==> src/rtl/axi_pkg.sv <==
// Shared types and helpers for the AXI block master.
package axi_pkg;

   typedef enum logic [2:0] {
      ST_IDLE = 3'd0,
      ST_AR   = 3'd1,
      ST_R    = 3'd2,
      ST_AW   = 3'd3,
      ST_W    = 3'd4,
      ST_B    = 3'd5,
      ST_DONE = 3'd6
   } axi_mst_state_t;

   localparam logic [1:0] AXI_BURST_INCR = 2'b01;
   localparam logic [1:0] AXI_RESP_OKAY  = 2'b00;

   // Number of data beats needed to move one block.
   function automatic int unsigned beat_count(input int unsigned block_w,
                                              input int unsigned data_w);
      return block_w / data_w;
   endfunction

   // AxSIZE encoding for a full-width beat.
   function automatic int unsigned axi_size(input int unsigned data_w);
      return $clog2(data_w / 8);
   endfunction

endpackage

==> src/rtl/block_beat_buffer.sv <==
// Block-wide register addressed in bus-width beats: parallel load,
// single-beat insert and single-beat select at the same index.
module block_beat_buffer #(
   parameter int BLOCK_W = 512,
   parameter int DW      = 64,
   parameter int IDX_W   = 3
) (
   input  logic               clk,
   input  logic               rst,
   input  logic               load_en,
   input  logic [BLOCK_W-1:0] load_data,
   input  logic               ins_en,
   input  logic [IDX_W-1:0]   idx,
   input  logic [DW-1:0]      ins_data,
   output logic [BLOCK_W-1:0] block,
   output logic [DW-1:0]      sel_data
);

   logic [BLOCK_W-1:0] block_r;

   // Line storage: load wins over beat insert.
   always_ff @(posedge clk) begin
      if (rst) begin
         block_r <= '0;
      end else if (load_en) begin
         block_r <= load_data;
      end else if (ins_en) begin
         block_r[idx*DW +: DW] <= ins_data;
      end else begin
         block_r <= block_r;
      end
   end

   assign block    = block_r;
   assign sel_data = block_r[idx*DW +: DW];

endmodule

==> src/rtl/axi_block_master.sv <==
// Block-level request to AXI4 INCR burst converter (one line per request).
// Optional build macro: AXI_RESP_CHECK_EN enables the sticky axi_err_o
// flag for non-OKAY responses and misplaced/missing rlast.
module axi_block_master
   import axi_pkg::*;
#(
   parameter int ADDR_WIDTH     = 64,
   parameter int BLOCK_WIDTH    = 512,
   parameter int AXI_DATA_WIDTH = 64
) (
   input  logic                        clk_i,
   input  logic                        arst_i,
   input  logic                        axi_read_start_i,
   input  logic                        axi_write_start_i,
   input  logic [ADDR_WIDTH-1:0]       axi_addr_i,
   input  logic [BLOCK_WIDTH-1:0]      data_block_i,
   output logic                        axi_done_o,
   output logic [BLOCK_WIDTH-1:0]      data_block_o,
   output logic                        axi_err_o,
   output logic [ADDR_WIDTH-1:0]       m_araddr_o,
   output logic                        m_arvalid_o,
   input  logic                        m_arready_i,
   output logic [7:0]                  m_arlen_o,
   output logic [2:0]                  m_arsize_o,
   output logic [1:0]                  m_arburst_o,
   input  logic [AXI_DATA_WIDTH-1:0]   m_rdata_i,
   input  logic [1:0]                  m_rresp_i,
   input  logic                        m_rlast_i,
   input  logic                        m_rvalid_i,
   output logic                        m_rready_o,
   output logic [ADDR_WIDTH-1:0]       m_awaddr_o,
   output logic                        m_awvalid_o,
   input  logic                        m_awready_i,
   output logic [7:0]                  m_awlen_o,
   output logic [2:0]                  m_awsize_o,
   output logic [1:0]                  m_awburst_o,
   output logic [AXI_DATA_WIDTH-1:0]   m_wdata_o,
   output logic [AXI_DATA_WIDTH/8-1:0] m_wstrb_o,
   output logic                        m_wlast_o,
   output logic                        m_wvalid_o,
   input  logic                        m_wready_i,
   input  logic [1:0]                  m_bresp_i,
   input  logic                        m_bvalid_i,
   output logic                        m_bready_o
);

   localparam int BEATS = int'(beat_count(BLOCK_WIDTH, AXI_DATA_WIDTH));
   localparam int IDX_W = $clog2(BEATS);
   localparam logic [IDX_W-1:0]      LAST_BEAT = IDX_W'(BEATS - 1);
   localparam logic [IDX_W-1:0]      ONE_BEAT  = IDX_W'(1);
   localparam logic [7:0]            BURST_LEN = 8'(BEATS - 1);
   localparam logic [2:0]            BEAT_SIZE = 3'(axi_size(AXI_DATA_WIDTH));
   localparam logic [ADDR_WIDTH-1:0] LINE_MASK = ~ADDR_WIDTH'(BLOCK_WIDTH / 8 - 1);

   axi_mst_state_t        state_r;
   logic [IDX_W-1:0]      beat_r;
   logic [ADDR_WIDTH-1:0] addr_r;
   logic                  arvalid_r;
   logic                  rready_r;
   logic                  awvalid_r;
   logic                  wvalid_r;
   logic                  wlast_r;
   logic                  bready_r;
   logic                  done_r;

   logic                      rd_ins_s;
   logic                      wr_load_s;
   logic [AXI_DATA_WIDTH-1:0] wr_sel_s;
   logic [AXI_DATA_WIDTH-1:0] rd_sel_unused_s;
   logic [BLOCK_WIDTH-1:0]    wr_block_unused_s;

   // Buffer strobes: capture the write line on AW entry, store each R beat.
   always_comb begin
      rd_ins_s  = 1'b0;
      wr_load_s = 1'b0;
      if (state_r == ST_R) begin
         rd_ins_s = m_rvalid_i;
      end else if (state_r == ST_IDLE) begin
         wr_load_s = axi_write_start_i;
      end else begin
         rd_ins_s  = 1'b0;
         wr_load_s = 1'b0;
      end
   end

   // Read line: holds the last assembled block until the next R beat lands.
   block_beat_buffer #(
      .BLOCK_W (BLOCK_WIDTH),
      .DW      (AXI_DATA_WIDTH),
      .IDX_W   (IDX_W)
   ) u_rd_buf (
      .clk       (clk_i),
      .rst       (arst_i),
      .load_en   (1'b0),
      .load_data ({BLOCK_WIDTH{1'b0}}),
      .ins_en    (rd_ins_s),
      .idx       (beat_r),
      .ins_data  (m_rdata_i),
      .block     (data_block_o),
      .sel_data  (rd_sel_unused_s)
   );

   // Write line: snapshot of data_block_i, walked beat by beat on W.
   block_beat_buffer #(
      .BLOCK_W (BLOCK_WIDTH),
      .DW      (AXI_DATA_WIDTH),
      .IDX_W   (IDX_W)
   ) u_wr_buf (
      .clk       (clk_i),
      .rst       (arst_i),
      .load_en   (wr_load_s),
      .load_data (data_block_i),
      .ins_en    (1'b0),
      .idx       (beat_r),
      .ins_data  ({AXI_DATA_WIDTH{1'b0}}),
      .block     (wr_block_unused_s),
      .sel_data  (wr_sel_s)
   );

   // Transaction FSM with registered channel handshake outputs.
   always_ff @(posedge clk_i) begin
      if (arst_i) begin
         state_r   <= ST_IDLE;
         beat_r    <= '0;
         addr_r    <= '0;
         arvalid_r <= 1'b0;
         rready_r  <= 1'b0;
         awvalid_r <= 1'b0;
         wvalid_r  <= 1'b0;
         wlast_r   <= 1'b0;
         bready_r  <= 1'b0;
         done_r    <= 1'b0;
      end else begin
         case (state_r)
            ST_IDLE: begin
               done_r <= 1'b0;
               if (axi_write_start_i) begin
                  addr_r    <= axi_addr_i & LINE_MASK;
                  awvalid_r <= 1'b1;
                  state_r   <= ST_AW;
               end else if (axi_read_start_i) begin
                  addr_r    <= axi_addr_i & LINE_MASK;
                  arvalid_r <= 1'b1;
                  state_r   <= ST_AR;
               end
            end
            ST_AR: begin
               if (m_arready_i) begin
                  arvalid_r <= 1'b0;
                  rready_r  <= 1'b1;
                  beat_r    <= '0;
                  state_r   <= ST_R;
               end
            end
            ST_R: begin
               if (m_rvalid_i) begin
                  beat_r <= beat_r + ONE_BEAT;
                  if (beat_r == LAST_BEAT) begin
                     rready_r <= 1'b0;
                     done_r   <= 1'b1;
                     state_r  <= ST_DONE;
                  end
               end
            end
            ST_AW: begin
               if (m_awready_i) begin
                  awvalid_r <= 1'b0;
                  wvalid_r  <= 1'b1;
                  wlast_r   <= 1'b0;
                  beat_r    <= '0;
                  state_r   <= ST_W;
               end
            end
            ST_W: begin
               if (m_wready_i) begin
                  beat_r <= beat_r + ONE_BEAT;
                  if (beat_r == LAST_BEAT) begin
                     wvalid_r <= 1'b0;
                     wlast_r  <= 1'b0;
                     bready_r <= 1'b1;
                     state_r  <= ST_B;
                  end else begin
                     wlast_r <= (beat_r == (LAST_BEAT - ONE_BEAT));
                  end
               end
            end
            ST_B: begin
               if (m_bvalid_i) begin
                  bready_r <= 1'b0;
                  done_r   <= 1'b1;
                  state_r  <= ST_DONE;
               end
            end
            ST_DONE: begin
               done_r  <= 1'b0;
               state_r <= ST_IDLE;
            end
            default: begin
               arvalid_r <= 1'b0;
               rready_r  <= 1'b0;
               awvalid_r <= 1'b0;
               wvalid_r  <= 1'b0;
               wlast_r   <= 1'b0;
               bready_r  <= 1'b0;
               done_r    <= 1'b0;
               state_r   <= ST_IDLE;
            end
         endcase
      end
   end

`ifdef AXI_RESP_CHECK_EN
   logic err_r;

   // Sticky error: bad response code or rlast not exactly on the final beat.
   always_ff @(posedge clk_i) begin
      if (arst_i) begin
         err_r <= 1'b0;
      end else if ((state_r == ST_R) && m_rvalid_i &&
                   ((m_rresp_i != AXI_RESP_OKAY) || (m_rlast_i != (beat_r == LAST_BEAT)))) begin
         err_r <= 1'b1;
      end else if ((state_r == ST_B) && m_bvalid_i && (m_bresp_i != AXI_RESP_OKAY)) begin
         err_r <= 1'b1;
      end else begin
         err_r <= err_r;
      end
   end

   assign axi_err_o = err_r;
`else
   logic resp_unused_s;

   assign resp_unused_s = ^{m_rresp_i, m_rlast_i, m_bresp_i};
   assign axi_err_o     = 1'b0;
`endif

   assign axi_done_o  = done_r;
   assign m_araddr_o  = addr_r;
   assign m_arvalid_o = arvalid_r;
   assign m_arlen_o   = BURST_LEN;
   assign m_arsize_o  = BEAT_SIZE;
   assign m_arburst_o = AXI_BURST_INCR;
   assign m_rready_o  = rready_r;
   assign m_awaddr_o  = addr_r;
   assign m_awvalid_o = awvalid_r;
   assign m_awlen_o   = BURST_LEN;
   assign m_awsize_o  = BEAT_SIZE;
   assign m_awburst_o = AXI_BURST_INCR;
   assign m_wdata_o   = wr_sel_s;
   assign m_wstrb_o   = {(AXI_DATA_WIDTH/8){1'b1}};
   assign m_wlast_o   = wlast_r;
   assign m_wvalid_o  = wvalid_r;
   assign m_bready_o  = bready_r;

endmodule
==> config.mk <==
export PLATFORM = sky130hd
export DESIGN_NAME = axi_block_master
export DESIGN_NICKNAME = d
export VERILOG_FILES = /design/src/rtl/axi_pkg.sv /design/src/rtl/block_beat_buffer.sv /design/src/rtl/axi_block_master.sv
export SDC_FILE = /design/constraint.sdc
export NUM_CORES = 2
export LEC_CHECK = 0
export CORE_AREA = 5 5 539 541
export CTS_CLUSTER_SIZE = 28
export DETAILED_ROUTE_END_ITERATION = 10
export DIE_AREA = 0 0 544 546
export SLEW_MARGIN = 5
export SYNTH_ARGS = -nofsm -noshare
export SYNTH_HDL_FRONTEND = slang
export SYNTH_SLANG_ARGS = --single-unit
==> constraint.sdc <==
create_clock -name clk_i -period 3.4 [get_ports clk_i]
set_clock_uncertainty 0.2 [all_clocks]
set_input_delay 0.68 -clock clk_i [delete_from_list [all_inputs] [get_ports clk_i]]
set_output_delay 0.68 -clock clk_i [all_outputs]
set_load 0.01 [all_outputs]
==> qor.csv <==
metric;value;unit
PnR worst setup slack;-0.206;ns
Post-synth top flop;dfxtp_1;
Max Fclk;277;MHz
largest cells by area after synthesis;dfxtp_1 (50%), nand2_1 (17%), a21oi_1 (12%);
setup TNS;-6.08;ns
# DRC;0;
adder-cell share of the synthesized area;0.00201;
ys async rst share;0;
Post-synth EDFFs;0;
via count;44100;
largest family of logic cells by synthesized area;simple AND/OR/NAND/NOR gates;
drt first pass iters;6;
first-pass GRT wire length;347000;um
commonest cells in the synthesized netlist;nand2_1 (1922), dfxtp_1 (1095), a21oi_1 (1088), nand3_1 (446), clkbuf_1 (301);
CP delay by family, top;buffers and inverters;
Max-slew headroom;0.371;
vias in the first global route;41600;
sum of buffers and inverters on the critical path;6;
drt wl/cell;24.7;um
post-layout power;42.3;mW
crit path max fanout;5;
deepest clock path buffer count;4;
worst hold path depth;2;
critical-path cell list;buf_16, buf_4, buf_8, buf_16, buf_4, mux4_2, nand2_1, nand2_1, buf_2;
Sw Share;0.335;
RSZ-0062 raised after global routing;true;
run status;finished with violations;
hold_buf cts;0;
Req. time, crit path;2.52;ns
Comb pwr share;0.292;
largest net degree at the start of global routing;101;
Worst Setup End Kind;output port;
total CTS buffers;138;
violations in the final reports;setup timing;
crit path DAT;2.73;ns
Root Buffer;clkbuf_16;
vias per std cell;4.18;
P&R area growth vs syn;54.9;%
cell taking the most area after synthesis;dfxtp_1;
switching power;14.2;mW
slowest CP cell;mux4_2;
Power Density;626;nW/um^2
CP Launch Type;flop;
die extent in x;544;um
CTS clk-pin slew, worst paths;0.06;ns
number of cells on the critical path;9;
share of post-route cells with drive strength above 1;0.123;
Cell Rows;196;
Final Instance Count excl. Fillers;10500;
Clk network pwr share;0.350;
DIE AREA;297000;sq um
xor/xnor share of the synthesized area;0;
Register-to-Register Path Depth;10;
Post-DP Area;61100;sq um
hold crit path type;input port to flop;
Peak VDD IR;0.000408;V
post-synthesis cell count;5411;
fin crit share;1.06;
DP Worst Slack;0.162;ns
# placed instances;10100;
Initial DRC Count;3867;
Hold Slack;0.225;ns
post-synthesis register bit count;1095;
fin area;67500;sq um
Hold Vio Cnt, Final;0;
CTS tree;built;
Unique masters post-synth;52;
grt total ovfl;0;
Final ANT Viol Nets;0;
input/output buffers;1341;
Clock H-tree levels;4;
Flop pwr share;0.358;
CTS sink cnt;1095;
Slew Viols, Final;0;
clock latency on the worst-skew pair;0.77;ns
I/O pin cnt;1400;
Total Routing Usage GR;0.166;
max-capacitance violation count;0;
initial antenna violation count;142;
Yosys warning total;0;
post-synth top area share;0.503;
Synth Area in Simple Gates;0.227;
Core ar.;284000;sq um
Compound-Gate Fraction of Synth Area;0.130;
Worst Tran Pin Value;0.941;ns
Setup CP Type;flop to output port;
DRT Wirelength;261000;um
Seq/Total Area, Yosys;0.503;
Power Internal;28.1;mW
Avg Cell Area, Syn;8.05;sq um
final net count;7242;
setup violators final;59;
post-synthesis mux area share;0.0668;
max incr delay on CP;0.56;ns
die height;546;um
Lkg Pwr;22.8;nW
Synth Cell Area;43600;sq um
Final HPWL DP;200000;um
GPL Wtd Cong;0.861;
most instantiated library cell after synthesis;nand2_1;
initial core utilization;0.153;
Final min period;3.61;ns
final core occ;0.237;
## layer usage
layer	global-route usage	wire length, um
met3	0.0528	24900
met2	0.258	116000
met1	0.199	103000
met5	0	369
met4	0.0995	15500
## final cells by class
class / instances / area (sq um)
repair buffers: 1608 / 16900
well taps: 3762 / 4710
flip-flops and latches: 1095 / 21900
multi-input cells: 3729 / 19200
fillers: 31200 / 217000
diodes: 109 / 273
clock buffers: 191 / 3940
inverters: 9 / 38.8
clock inverters: 46 / 505
## logic make-up (layout without fill, tap and decap cells)
| logic type | after synthesis | count (layout) |
|---|---|---|
| compound gates | 1115 | 1115 |
| fa+ha+maj | 7 | 7 |
| buf+inv | 632 | 1854 |
| flops | 1095 | 1095 |
| mux | 131 | 131 |
| other cells | 2 | 156 |
| simple gates | 2429 | 2429 |
## sequential cells by signal, summed over array words and instances (netlist names)
register and flops:
m_araddr_o 58, axi_done_o 1, m_awvalid_o 1, beat_r 3, state_r 3, m_bready_o 1, u_wr_buf.block 512, u_rd_buf.block 512
m_wvalid_o 1, m_arvalid_o 1, m_rready_o 1, m_wlast_o 1
## path summary, 6_finish.rpt
check,slack (ns),start,endpoint
setup / recovery,-0.21,beat_r[0],m_wdata_o[54]
hold / removal,0.23,arst_i,u_rd_buf.block[190]
setup reg to reg,0.12,beat_r[0],u_rd_buf.block[11]
hold reg to reg,0.25,u_rd_buf.block[73],u_rd_buf.block[73]
## layout by cell type (no fill, tap or decap), types with 3 or more instances in the layout
cell	Yosys	routed
mux2i_1	3	3
buf_16	0	11
ha_1	7	7
mux4_2	128	128
dfxtp_1	1095	1092
nor3b_1	3	3
a22oi_1	3	3
dfxtp_4	0	3
buf_12	0	81
nand4_1	9	9
conb_1	2	47
nand2_4	0	24
nand3_1	446	444
nor2_1	15	14
buf_4	109	143
bufinv_16	0	7
clkinvlp_4	0	5
buf_6	12	74
clkbuf_1	301	28
nor3_4	1	3
nand2b_1	3	3
buf_8	0	17
inv_1	8	7
clkbuf_16	0	142
nor4_4	2	3
clkdlybuf4s50_1	0	1273
diode_2	0	109
clkbuf_8	0	22
clkinv_2	0	20
nand3b_1	4	4
a21oi_1	1088	1088
nand2_2	0	93
nand2_1	1922	1805
o31ai_1	3	3
buf_2	191	7
inv_6	0	9
## what timing repair did
item	in CTS	in global routing
setup buffers	56	16
endpoints found under the setup margin	64	98
gates resized for setup	351	71
pin swaps	43	24
gates cloned	10	1
## power by group through the flow
stage / registers [mW] / logic [mW] / clock network [mW]
6_report: 15.1 / 12.3 / 14.8
5_1_grt: 15.3 / 13.3 / 15.7
3_3_place_gp: 15.4 / 11.2 / 0
2_1_floorplan: 15.1 / 6.03 / 0
4_1_cts: 15.1 / 12.3 / 15.2
3_5_place_dp: 15.4 / 11.2 / 0
Power figures use the tool's default switching activity.
